$ cat config.mk
export PLATFORM = sky130hd
export DESIGN_NAME = qarmav2_inv_round_engine
export DESIGN_NICKNAME = d
export VERILOG_FILES = /design/src/rtl/qarmav2_inv_round_engine.sv
export SDC_FILE = /design/constraint.sdc
export NUM_CORES = 1
export LEC_CHECK = 0
export CAP_MARGIN = 0
export CORE_ASPECT_RATIO = 0.9
export CORE_MARGIN = 2
export CORE_UTILIZATION = 48
export DETAILED_ROUTE_END_ITERATION = 8
export PLACE_DENSITY_LB_ADDON = 0.1
export SLEW_MARGIN = 40
export SYNTH_ARGS = -nofsm -noshare
export SYNTH_HDL_FRONTEND = slang
export SYNTH_SLANG_ARGS = --single-unit
export TNS_END_PERCENT = 50
$ cat constraint.sdc
create_clock -name clk -period 3.46 [get_ports clk]
set_input_delay 1.038 -clock clk [delete_from_list [all_inputs] [get_ports clk]]
set_output_delay 1.038 -clock clk [all_outputs]
set_load 0.02 [all_outputs]
$ cat src/rtl/qarmav2_inv_round_engine.sv
// rtl/qarmav2_inv_round_engine.sv - iterative QARMAv2-128 inverse-round engine
// One inverse round per clock; tweakeys are fetched by index from ROUNDS-1 down to 0.
module qarmav2_inv_round_engine #(
    parameter int ROUNDS = 9,
    parameter int IDX_W  = 4
) (
    input  logic             clk,
    input  logic             rst,
    input  logic             in_valid,
    output logic             in_ready,
    input  logic [127:0]     in_data,
    output logic [IDX_W-1:0] tk_idx,
    input  logic [127:0]     tk_in,
    output logic             out_valid,
    input  logic             out_ready,
    output logic [127:0]     out_data,
    output logic             busy,
    input  logic             clear
);

    typedef enum logic [1:0] {IDLE, RUN, DONE} fsm_t;

    fsm_t             fsm_q, fsm_d;
    logic [127:0]     state_q, state_d;
    logic [IDX_W-1:0] idx_q, idx_d;

    function automatic logic [3:0] inv_sbox(input logic [3:0] x);
        logic [3:0] y;
        case (x)
            4'h0: y = 4'h8;  4'h1: y = 4'ha;  4'h2: y = 4'he;  4'h3: y = 4'hd;
            4'h4: y = 4'h0;  4'h5: y = 4'h9;  4'h6: y = 4'h5;  4'h7: y = 4'h1;
            4'h8: y = 4'hc;  4'h9: y = 4'h2;  4'ha: y = 4'hf;  4'hb: y = 4'h3;
            4'hc: y = 4'h4;  4'hd: y = 4'hb;  4'he: y = 4'h6;  default: y = 4'h7;
        endcase
        return y;
    endfunction

    function automatic logic [127:0] inv_sub_cells(input logic [127:0] s);
        logic [127:0] o;
        o = '0;
        for (int i = 0; i < 32; i++) o[4*i +: 4] = inv_sbox(s[4*i +: 4]);
        return o;
    endfunction

    function automatic logic [3:0] rho1(input logic [3:0] x);
        return {x[2:0], x[3]};
    endfunction

    function automatic logic [3:0] rho2(input logic [3:0] x);
        return {x[1:0], x[3:2]};
    endfunction

    // Column j holds cells 4j..4j+3; circ(0, rho, rho^2, rho) is an involution.
    function automatic logic [127:0] mix_columns(input logic [127:0] s);
        logic [127:0] o;
        logic [3:0]   a [4];
        o = '0;
        for (int c = 0; c < 8; c++) begin
            for (int r = 0; r < 4; r++) a[r] = s[4*(4*c+r) +: 4];
            for (int r = 0; r < 4; r++)
                o[4*(4*c+r) +: 4] = rho1(a[(r+1)%4]) ^ rho2(a[(r+2)%4]) ^ rho1(a[(r+3)%4]);
        end
        return o;
    endfunction

    // Forward shuffle takes out[i] = in[(5i+3) mod 32]; this scatters it back.
    function automatic logic [127:0] inv_shuffle_cells(input logic [127:0] s);
        logic [127:0] o;
        o = '0;
        for (int i = 0; i < 32; i++) o[4*((5*i+3)%32) +: 4] = s[4*i +: 4];
        return o;
    endfunction

    function automatic logic [127:0] inv_round(input logic [127:0] tk, input logic [127:0] s);
        return tk ^ inv_shuffle_cells(mix_columns(inv_sub_cells(s)));
    endfunction

    always_comb begin
        fsm_d     = fsm_q;
        state_d   = state_q;
        idx_d     = idx_q;
        in_ready  = 1'b0;
        out_valid = 1'b0;
        out_data  = '0;
        tk_idx    = '0;
        busy      = 1'b0;
        case (fsm_q)
            IDLE: begin
                in_ready = !rst;
                if (in_valid) begin
                    fsm_d   = RUN;
                    state_d = in_data;
                    idx_d   = IDX_W'(ROUNDS - 1);
                end
            end
            RUN: begin
                busy    = 1'b1;
                tk_idx  = idx_q;
                state_d = inv_round(tk_in, state_q);
                if (idx_q == '0) fsm_d = DONE;
                else             idx_d = idx_q - 1'b1;
            end
            DONE: begin
                busy      = 1'b1;
                out_valid = 1'b1;
                out_data  = state_q;
                if (out_ready) fsm_d = IDLE;
            end
            default: fsm_d = IDLE;
        endcase
        // Abort beats any handshake, including a same-cycle accept.
        if (clear) begin
            fsm_d   = IDLE;
            state_d = '0;
            idx_d   = '0;
        end
    end

    always_ff @(posedge clk) begin
        if (rst) begin
            fsm_q   <= IDLE;
            state_q <= '0;
            idx_q   <= '0;
        end else begin
            fsm_q   <= fsm_d;
            state_q <= state_d;
            idx_q   <= idx_d;
        end
    end

endmodule
Yosys cells after proc, flatten, opt, wreduce, memory -nomap -nowiden. Memories as Yosys holds them, arrays and structs flattened. A register that Yosys moved wholly into a read port is not among the register bits. Cells that the tools add are included.

$add $sub $neg: 1. Multiplexer cells: 110. Reductions and logical operators: 9. Bitwise operators: 65. Eq/ne operators: 6.

Operator list (count): $mux W4 (99); $mux W128 (2); $pmux W128 S2 (1); $xor A4 B4 Y4 (64); $xor A128 B128 Y128 (1); $ne A2 B2 Y1 const B (4); $pmux W4 S2 (1); $mux W2 (3); $pmux W2 S3 (1); $reduce_and A3 Y1 (2); $logic_not A4 Y1 (1); $reduce_or A2 Y1 (2); $sub A4 B1 Y4 const B (1); $mux W1 (3); $eq A2 B1 Y1 const B (1); $eq A2 B2 Y1 const B (1); $logic_not A2 Y1 (1); $reduce_and A2 Y1 (1); $reduce_bool A2 Y1 (1); $logic_not A1 Y1 (1).

ROM bits: 2048. Output and inout port bits: 135. Memories kept: 32. Logic and storage cells: 226. Register bits: 134.

Memories: (no name shown) (depth 16, width 4, rd ports 1, clocked after Yosys merged registers in 1, wr ports 0, line 29) `case (x)`; (no name shown) (depth 16, width 4, rd ports 1, clocked after Yosys merged registers in 1, wr ports 0, line 29); (no name shown) (depth 16, width 4, rd ports 1, clocked after Yosys merged registers in 1, wr ports 0, line 29); (no name shown) (depth 16, width 4, rd ports 1, clocked after Yosys merged registers in 1, wr ports 0, line 29); (no name shown) (depth 16, width 4, rd ports 1, clocked after Yosys merged registers in 1, wr ports 0, line 29); (no name shown) (depth 16, width 4, rd ports 1, clocked after Yosys merged registers in 1, wr ports 0, line 29); 26 more memories.

Longest topological paths before layout. Gate-level depths: netlist of run 1.

Word-level depth: 8. Depth in mapped cells: 15. Mapped depth without buffers: 11.

Least setup slack after synthesis of run 1. Ideal clock, no wire load.

Path type: in2reg. Start: in clear. End: reg (tool-made name). Stages: 12. Data arrival time: 3.276 ns. Library setup time: 0.072 ns. Path slack: 0.112 ns. Cells stage by stage: nor2_1 > buf_2 > clkbuf_1 > buf_2 > buf_1 > clkbuf_1 > and2_1 > inv_1 > ha_1 > or3_1 > o22ai_1 > a2bb2oi_1.

RTL lines: from (decl) (line 18) `input logic clear`.

Worst setup path after layout of run 1.
Start: reg fsm_q[0]. End: out out_data[35].

Longest elaborated chain between the ends: 2.

Ends and longest elaborated chain: from (decl) (line 23) `fsm_t fsm_q, fsm_d;`; from (signal assigned) (line 125) `fsm_q <= fsm_d;`; $eq A2 B2 Y1 (line 87) `case (fsm_q)`; $mux W128 (line 87); to (decl) (line 16) `output logic [127:0] out_data,`.

No other way between the ends.

==> results of run 1 <==
[worst register-to-register path, stage by stage, from the launching register on]
cell	delay [ns]
sky130_fd_sc_hd__dfxtp_1	0.34
sky130_fd_sc_hd__inv_1	0.16
sky130_fd_sc_hd__ha_1	0.33
sky130_fd_sc_hd__mux2i_4	0.51
sky130_fd_sc_hd__buf_12	0.24
sky130_fd_sc_hd__buf_4	0.24
sky130_fd_sc_hd__nor3b_1	0.08
sky130_fd_sc_hd__a221o_1	0.34
sky130_fd_sc_hd__and2_1	0.22
sky130_fd_sc_hd__ha_1	0.21
sky130_fd_sc_hd__nor3_1	0.31
sky130_fd_sc_hd__o32ai_1	0.14
[report_power, final]
part / switching [mW] / internal [mW]
Combinational: 1.49 / 1.37
Clock: 1.39 / 2.27
Sequential: 0.180 / 3.19
[timing repair]
action | 4_1_cts | 5_1_grt
endpoints found under the setup margin | 109 | 62
buffers inserted | 4 | 0
gates resized for setup | 36 | 57
[cell families (layout without fill, tap and decap cells)]
family	count (synthesis)	after routing	share of synthesized area
AND/OR/NAND/NOR	600	600	0.193
AO/OA/AOI/OAI	330	330	0.149
XOR/XNOR	321	321	0.146
buffers and inverters	268	954	0.0591
flip-flops	262	262	0.272
adder cells (fa/ha/maj)	190	190	0.123
multiplexers	109	109	0.0575
other	0	3	0
[routing by layer]
layer,track usage,vias up,routed length (um)
li1,-,8614,-
met1,0.439,8845,31100
met2,0.551,734,33500
met3,0.0664,144,5540
met4,0.137,0,3040
met5,0,-,0
[final timing paths]
check / from / end
worst max-delay path: fsm_q[0] / out_data[35]
worst min-delay path: state_q[21] / state_q[21]
worst max register to register: fsm_q[1] / flip-flop
worst min register to register: state_q[21] / state_q[21]
[layout make-up]
class / count / area, sq um
diodes: 3 / 7.51
clock buffers: 42 / 877
clock inverters: 12 / 235
fillers: 3234 / 12000
inverters: 147 / 552
multi-input cells: 1550 / 13000
flip-flops and latches: 262 / 5250
well taps: 532 / 666
repair buffers: 753 / 6960
[cells in the final DEF, fill, tap and decap left out, types with 64 or more instances in the layout]
cell	Yosys	routed
sky130_fd_sc_hd__nor2_1	65	64
sky130_fd_sc_hd__nand3_1	66	65
sky130_fd_sc_hd__and2_1	164	163
sky130_fd_sc_hd__mux2i_1	96	95
sky130_fd_sc_hd__o211ai_1	81	81
sky130_fd_sc_hd__ha_1	190	188
sky130_fd_sc_hd__xnor2_1	272	272
sky130_fd_sc_hd__buf_4	7	338
sky130_fd_sc_hd__dfxtp_1	262	261
sky130_fd_sc_hd__clkdlybuf4s50_1	0	305
sky130_fd_sc_hd__inv_1	146	146
[stage by stage]
stage          power (mW)  setup TNS, ns  instances  hold WS, ns
2_1_floorplan        4.89              0       2080        0.478
3_3_place_gp         6.19         -12.73       3240        0.499
3_5_place_dp         6.23         -17.03       3240        0.507
4_1_cts              9.88      -0.000608       3298        0.515
5_1_grt              10.2              0       3301        0.531
6_report             9.90              0       3301        0.517
==> tab_implementation.tex, run 1 <==
\begin{tabular}{lr}
\hline
Metric & Value \\
\hline
\multicolumn{2}{l}{\textbf{Yosys}} \\
List of most frequent post-synthesis cells & 272 x sky130\_fd\_sc\_hd\_\_xnor2\_1, 262 x sky130\_fd\_sc\_hd\_\_dfxtp\_1, 190 x sky130\_fd\_sc\_hd\_\_ha\_1, 164 x sky130\_fd\_sc\_hd\_\_and2\_1, 146 x sky130\_fd\_sc\_hd\_\_inv\_1 \\
Post-synthesis async set-or-reset flop share & 0 \\
Top-area cell type share of the netlist area & 0.272 \\
Synth warnings & 0 \\
Number of enable flip-flop cells after synthesis & 0 \\
Fraction of the yosys area taken by sequential cells & 0.272 \\
Post-synthesis cell type count & 64 \\
Synth Area per Inst & about 9 sq um \\
Post-Synthesis Cell Area & between 15000 and 20000 sq um \\
Synthesized flop and latch total & roughly 260 \\
Library cell with the largest summed area after synthesis & sky130\_fd\_sc\_hd\_\_dfxtp\_1 \\
Net count after synthesis & 2531 \\
Main area contributors after synthesis & sky130\_fd\_sc\_hd\_\_dfxtp\_1 27\%, sky130\_fd\_sc\_hd\_\_xnor2\_1 12\%, sky130\_fd\_sc\_hd\_\_ha\_1 12\%, sky130\_fd\_sc\_hd\_\_and2\_1 5.3\%, sky130\_fd\_sc\_hd\_\_mux2i\_1 5.0\% \\
Most frequent cell after synthesis & sky130\_fd\_sc\_hd\_\_xnor2\_1 \\
Gate count of the mapped netlist & between 2000 and 2500 \\
Most used flip-flop cell after synthesis & sky130\_fd\_sc\_hd\_\_dfxtp\_1 \\
\multicolumn{2}{l}{\textbf{Floorplan}} \\
Core Footprint & around 40000 sq um \\
Width of the die & 215 um \\
Cell row count & 69 \\
Effective utilization at floorplan & 0.487 \\
Top-Level Pins & a little under 400 \\
Die boundary height & around 190 um \\
Die Footprint & approximately 42000 sq um \\
\multicolumn{2}{l}{\textbf{Min path}} \\
Worst hold-check path type & flip-flop to flip-flop \\
Min-Delay Path Depth & 2 \\
\multicolumn{2}{l}{\textbf{Place}} \\
DP Area & 26200 sq um \\
Number of input and output port buffers inserted & between 300 and 400 \\
Placer's final routability congestion estimate & 0.949 \\
Pre-CTS setup slack & -0.418 ns \\
DPL Wire Length & a little under 60 mm \\
\multicolumn{2}{l}{\textbf{CTS}} \\
Master cell of the clock root buffer & sky130\_fd\_sc\_hd\_\_clkbuf\_16 \\
CTS sink cnt & $\sim$260 \\
CTS Buf Count & 31 \\
CTS tree & done \\
Maximum level of the CTS H-tree & 1 \\
Clk buf depth & 3 \\
Number of hold buffers added after CTS & 0 \\
Skew-Pair Late Insertion Delay & about 0.59 ns \\
Clk slew on worst S/H paths & 0.06 ns \\
\multicolumn{2}{l}{\textbf{Critical path}} \\
Number of buffer and inverter instances along the worst setup path & 4 \\
Cell depth of the worst flop-to-flop path & 11 \\
Startpoint class of the critical path & flip-flop \\
Arrival time reported for the critical path endpoint & 2.36 ns \\
Required time at the endpoint of the critical path & around 2.4 ns \\
Critical path depth in cells & 6 \\
R2r setup slk & between 0.2 and 0.25 ns \\
Largest fanout of any net on the critical path & 10 \\
Cell family contributing the most delay on the critical path & buffers and inverters \\
Critical path, cell by cell & inv\_1 -> ha\_4 -> buf\_4 -> buf\_6 -> and2\_1 -> clkdlybuf4s50\_1 \\
Cell at the slowest stage of the critical path & sky130\_fd\_sc\_hd\_\_clkdlybuf4s50\_1 \\
Longest individual stage delay on the worst path & about 0.63 ns \\
Worst setup EP type & output port \\
Startpoint-to-endpoint class of the critical path & flip-flop to output port \\
\multicolumn{2}{l}{\textbf{Global route}} \\
Via count of the first global-routing pass & about 18000 \\
Wire length of the first global-routing pass & 109 mm \\
GRT Resource Usage Total & 0.338 \\
Total grt overflow & 0 \\
Initial antenna violation count & 5 \\
Largest net degree at the start of global routing & 64 \\
\multicolumn{2}{l}{\textbf{Timing}} \\
Headroom to the max-slew limit & 0.457 \\
PnR worst setup slack & $\sim$0.066 ns \\
Number of pins exceeding their max-slew limit in the final report & 0 \\
Slew @ Worst Pin & 0.809 ns \\
Worst Skew & approximately 0.012 ns \\
Setup-failing EPs final & 0 \\
Min Tclk post-route & $\sim$3.4 ns \\
RSZ-0062 raised after global routing & no \\
Number of endpoints with negative hold slack in the final report & 0 \\
Fmax & 295 MHz \\
Final worst-path cycle share & 0.981 \\
\multicolumn{2}{l}{\textbf{Detailed routing}} \\
Antenna Violating Nets Remaining & 0 \\
Detailed-route DRC error count & 0 \\
Detailed-route via count & around 18000 \\
Via/cell ratio & around 5.6 \\
Iter 0 DRT Violations & between 1000 and 1500 \\
Routed length per placed instance & $\sim$22 um \\
Routed wire length & around 73 mm \\
Router iterations before antenna repair & 6 \\
\multicolumn{2}{l}{\textbf{Run}} \\
Max Cap Violations & 0 \\
\multicolumn{2}{l}{\textbf{Finish}} \\
Area growth from synthesis to layout & 42.7\% \\
End-of-flow core utilization & 0.696 \\
Post-layout net count & approximately 3200 \\
Final instance area & 27500 sq um \\
Fraction of layout cells with a size suffix above 1 & 0.177 \\
\multicolumn{2}{l}{\textbf{Run status}} \\
Outcome & finished, final reports clean \\
\multicolumn{2}{l}{\textbf{Power and ir drop}} \\
Leakage & between 10 and 15 nW \\
Power per cell area & approximately 360 nW/um\^{}2 \\
Max VDD drop & approximately 0.00036 V \\
\hline
\end{tabular}
Note: power is estimated with default switching activity, not from simulation.
==> run 2: changes to the inputs <==
--- a/config.mk
+++ b/config.mk
@@ -8,9 +8,10 @@
 export CAP_MARGIN = 0
 export CORE_ASPECT_RATIO = 0.9
 export CORE_MARGIN = 2
-export CORE_UTILIZATION = 48
+export CORE_UTILIZATION = 55
 export DETAILED_ROUTE_END_ITERATION = 8
 export PLACE_DENSITY_LB_ADDON = 0.1
+export SKIP_CTS_REPAIR_TIMING = 1
 export SLEW_MARGIN = 40
 export SYNTH_ARGS = -nofsm -noshare
 export SYNTH_HDL_FRONTEND = slang
==> constraint.sdc (replaced) <==
create_clock -name clk -period 4.2 [get_ports clk]
set_input_delay 1.26 -clock clk [delete_from_list [all_inputs] [get_ports clk]]
set_output_delay 1.26 -clock clk [all_outputs]
set_load 0.02 [all_outputs]
==> run 2 against run 1 <==
Count of clock-buffer cells in the layout fell by 3. Total power fell by 21%. Non-clock buffer count fell by 256. Via count fell by 4.8%. Critical path type is now input port to output port. Largest power group unchanged.
==> tab_implementation.tex, run 2 (synthesis gave the netlist of run 1 again) <==
\begin{tabular}{lr}
\hline
Metric & Value \\
\hline
\multicolumn{2}{l}{\textbf{Run status}} \\
Outcome & finished, final reports clean \\
\multicolumn{2}{l}{\textbf{Detailed routing}} \\
Iter 0 DRT Violations & between 1000 and 1500 \\
Routed wire length & about 66 mm \\
Antenna Violating Nets Remaining & 0 \\
Routed length per placed instance & about 22 um \\
Detailed-route via count & between 15000 and 20000 \\
Router iterations before antenna repair & 7 \\
Detailed-route DRC error count & 0 \\
Via/cell ratio & approximately 5.9 \\
\multicolumn{2}{l}{\textbf{Timing}} \\
Fin Setup TNS & 0 ns \\
Min Tclk post-route & $\sim$4.1 ns \\
Number of endpoints with negative hold slack in the final report & 0 \\
Setup-failing EPs final & 0 \\
Worst Skew & approximately 0.024 ns \\
Fmax & between 200 and 250 MHz \\
RSZ-0062 raised after global routing & no \\
Final worst-path cycle share & 0.982 \\
Number of pins exceeding their max-slew limit in the final report & 0 \\
Slew @ Worst Pin & roughly 0.8 ns \\
Headroom to the max-slew limit & 0.481 \\
Worst hold margin & 0.518 ns \\
\multicolumn{2}{l}{\textbf{Floorplan}} \\
Effective utilization at floorplan & 0.554 \\
Width of the die & just over 200 um \\
Top-Level Pins & about 400 \\
Die Footprint & $\sim$37000 sq um \\
Die boundary height & 182 um \\
Core Footprint & 34800 sq um \\
Cell row count & 65 \\
\multicolumn{2}{l}{\textbf{CTS}} \\
CTS tree & done \\
CTS sink cnt & approximately 260 \\
Clk buf depth & 3 \\
CTS Buf Count & 30 \\
Maximum level of the CTS H-tree & 1 \\
Clk slew on worst S/H paths & 0.06 ns \\
Skew-Pair Late Insertion Delay & 0.57 ns \\
Master cell of the clock root buffer & sky130\_fd\_sc\_hd\_\_clkbuf\_16 \\
\multicolumn{2}{l}{\textbf{Finish}} \\
Post-layout net count & about 3000 \\
Final instance area & 25300 sq um \\
Most common cell after layout, fill and taps aside & sky130\_fd\_sc\_hd\_\_clkdlybuf4s50\_1 \\
End-of-flow core utilization & 0.728 \\
Fraction of layout cells with a size suffix above 1 & 0.0928 \\
Number of filler instances in the final layout & roughly 2700 \\
Area growth from synthesis to layout & 31.5\% \\
Leading cell types in the layout, fill and taps excluded & 395 x sky130\_fd\_sc\_hd\_\_clkdlybuf4s50\_1, 272 x sky130\_fd\_sc\_hd\_\_xnor2\_1, 262 x sky130\_fd\_sc\_hd\_\_dfxtp\_1 \\
\multicolumn{2}{l}{\textbf{Global route}} \\
Wire length of the first global-routing pass & slightly above 100 mm \\
Initial antenna violation count & 2 \\
Via count of the first global-routing pass & 17300 \\
GRT Resource Usage Total & 0.353 \\
Total grt overflow & 0 \\
Largest net degree at the start of global routing & 90 \\
\multicolumn{2}{l}{\textbf{Critical path}} \\
Required time at the endpoint of the critical path & about 2.9 ns \\
Startpoint class of the critical path & input port \\
Worst setup EP type & output port \\
Arrival time reported for the critical path endpoint & about 2.9 ns \\
Startpoint-to-endpoint class of the critical path & input port to output port \\
Largest fanout of any net on the critical path & 9 \\
\multicolumn{2}{l}{\textbf{Power and ir drop}} \\
Max VDD drop & roughly 0.00034 V \\
Leakage & a little over 10 nW \\
Power per cell area & 307 nW/um\^{}2 \\
\multicolumn{2}{l}{\textbf{Place}} \\
DPL Wire Length & about 51 mm \\
Number of input and output port buffers inserted & 395 \\
Placer's final routability congestion estimate & around 0.95 \\
DP Area & between 20000 and 25000 sq um \\
\multicolumn{2}{l}{\textbf{Run}} \\
Max Cap Violations & 0 \\
\multicolumn{2}{l}{\textbf{Min path}} \\
Worst hold-check path type & flip-flop to flip-flop \\
\hline
\end{tabular}
==> run 2: cell type report <==
cell class,instances,area [sq um],area share
multi-input cells,1550,13000,0.511
flip-flops and latches,262,5250,0.207
repair buffers,497,4910,0.194
clock buffers,39,846,0.0334
well taps,469,587,0.0232
inverters,147,552,0.0218
clock inverters,16,241,0.00953
diodes,2,5.00,0.000198
==> run 2: routing by layer <==
| layer | GRT usage | wire, um | up-vias |
|---|---|---|---|
| li1 | - | - | 8122 |
| met1 | 0.473 | 28300 | 8383 |
| met2 | 0.591 | 31000 | 822 |
| met3 | 0.0391 | 4820 | 124 |
| met4 | 0.118 | 2300 | 0 |
| met5 | 0 | 0 | - |
==> run 2: where the power goes <==
part | internal, mW | switching (mW) | total [mW] | leakage (nW)
Clock | 1.78 | 1.12 | 2.90 | 0.529
Combinational | 0.945 | 1.15 | 2.10 | 7.46
Sequential | 2.63 | 0.145 | 2.78 | 2.14
Total | 5.36 | 2.41 | 7.77 | 10.1
==> run 2: worst paths after layout <==
check	from	to	slack (ns)	cells after the start
setup / recovery	rst	in_ready	0.08	4
hold / removal	state_q[52]	state_q[52]	0.52	2
setup reg to reg	fsm_q[1]	flip-flop	0.79	10
hold reg to reg	state_q[52]	state_q[52]	0.52	2
==> run 2: per-stage QoR <==
stage,power [mW],instances,setup slack [ns]
after global placement,4.84,2925,0.0585
after global routing,8.03,2981,0.0556
after CTS,7.75,2980,0.0501
after detailed placement,4.87,2925,0.0465
after floorplan,4.03,2080,0.630
final,7.77,2982,0.0759
==> run 2: worst max-delay path, stage by stage <==
cell and delay [ns]:
sky130_fd_sc_hd__clkdlybuf4s50_1 0.45, sky130_fd_sc_hd__buf_12 0.17, sky130_fd_sc_hd__nor2b_1 0.30, sky130_fd_sc_hd__clkdlybuf4s50_1 0.68
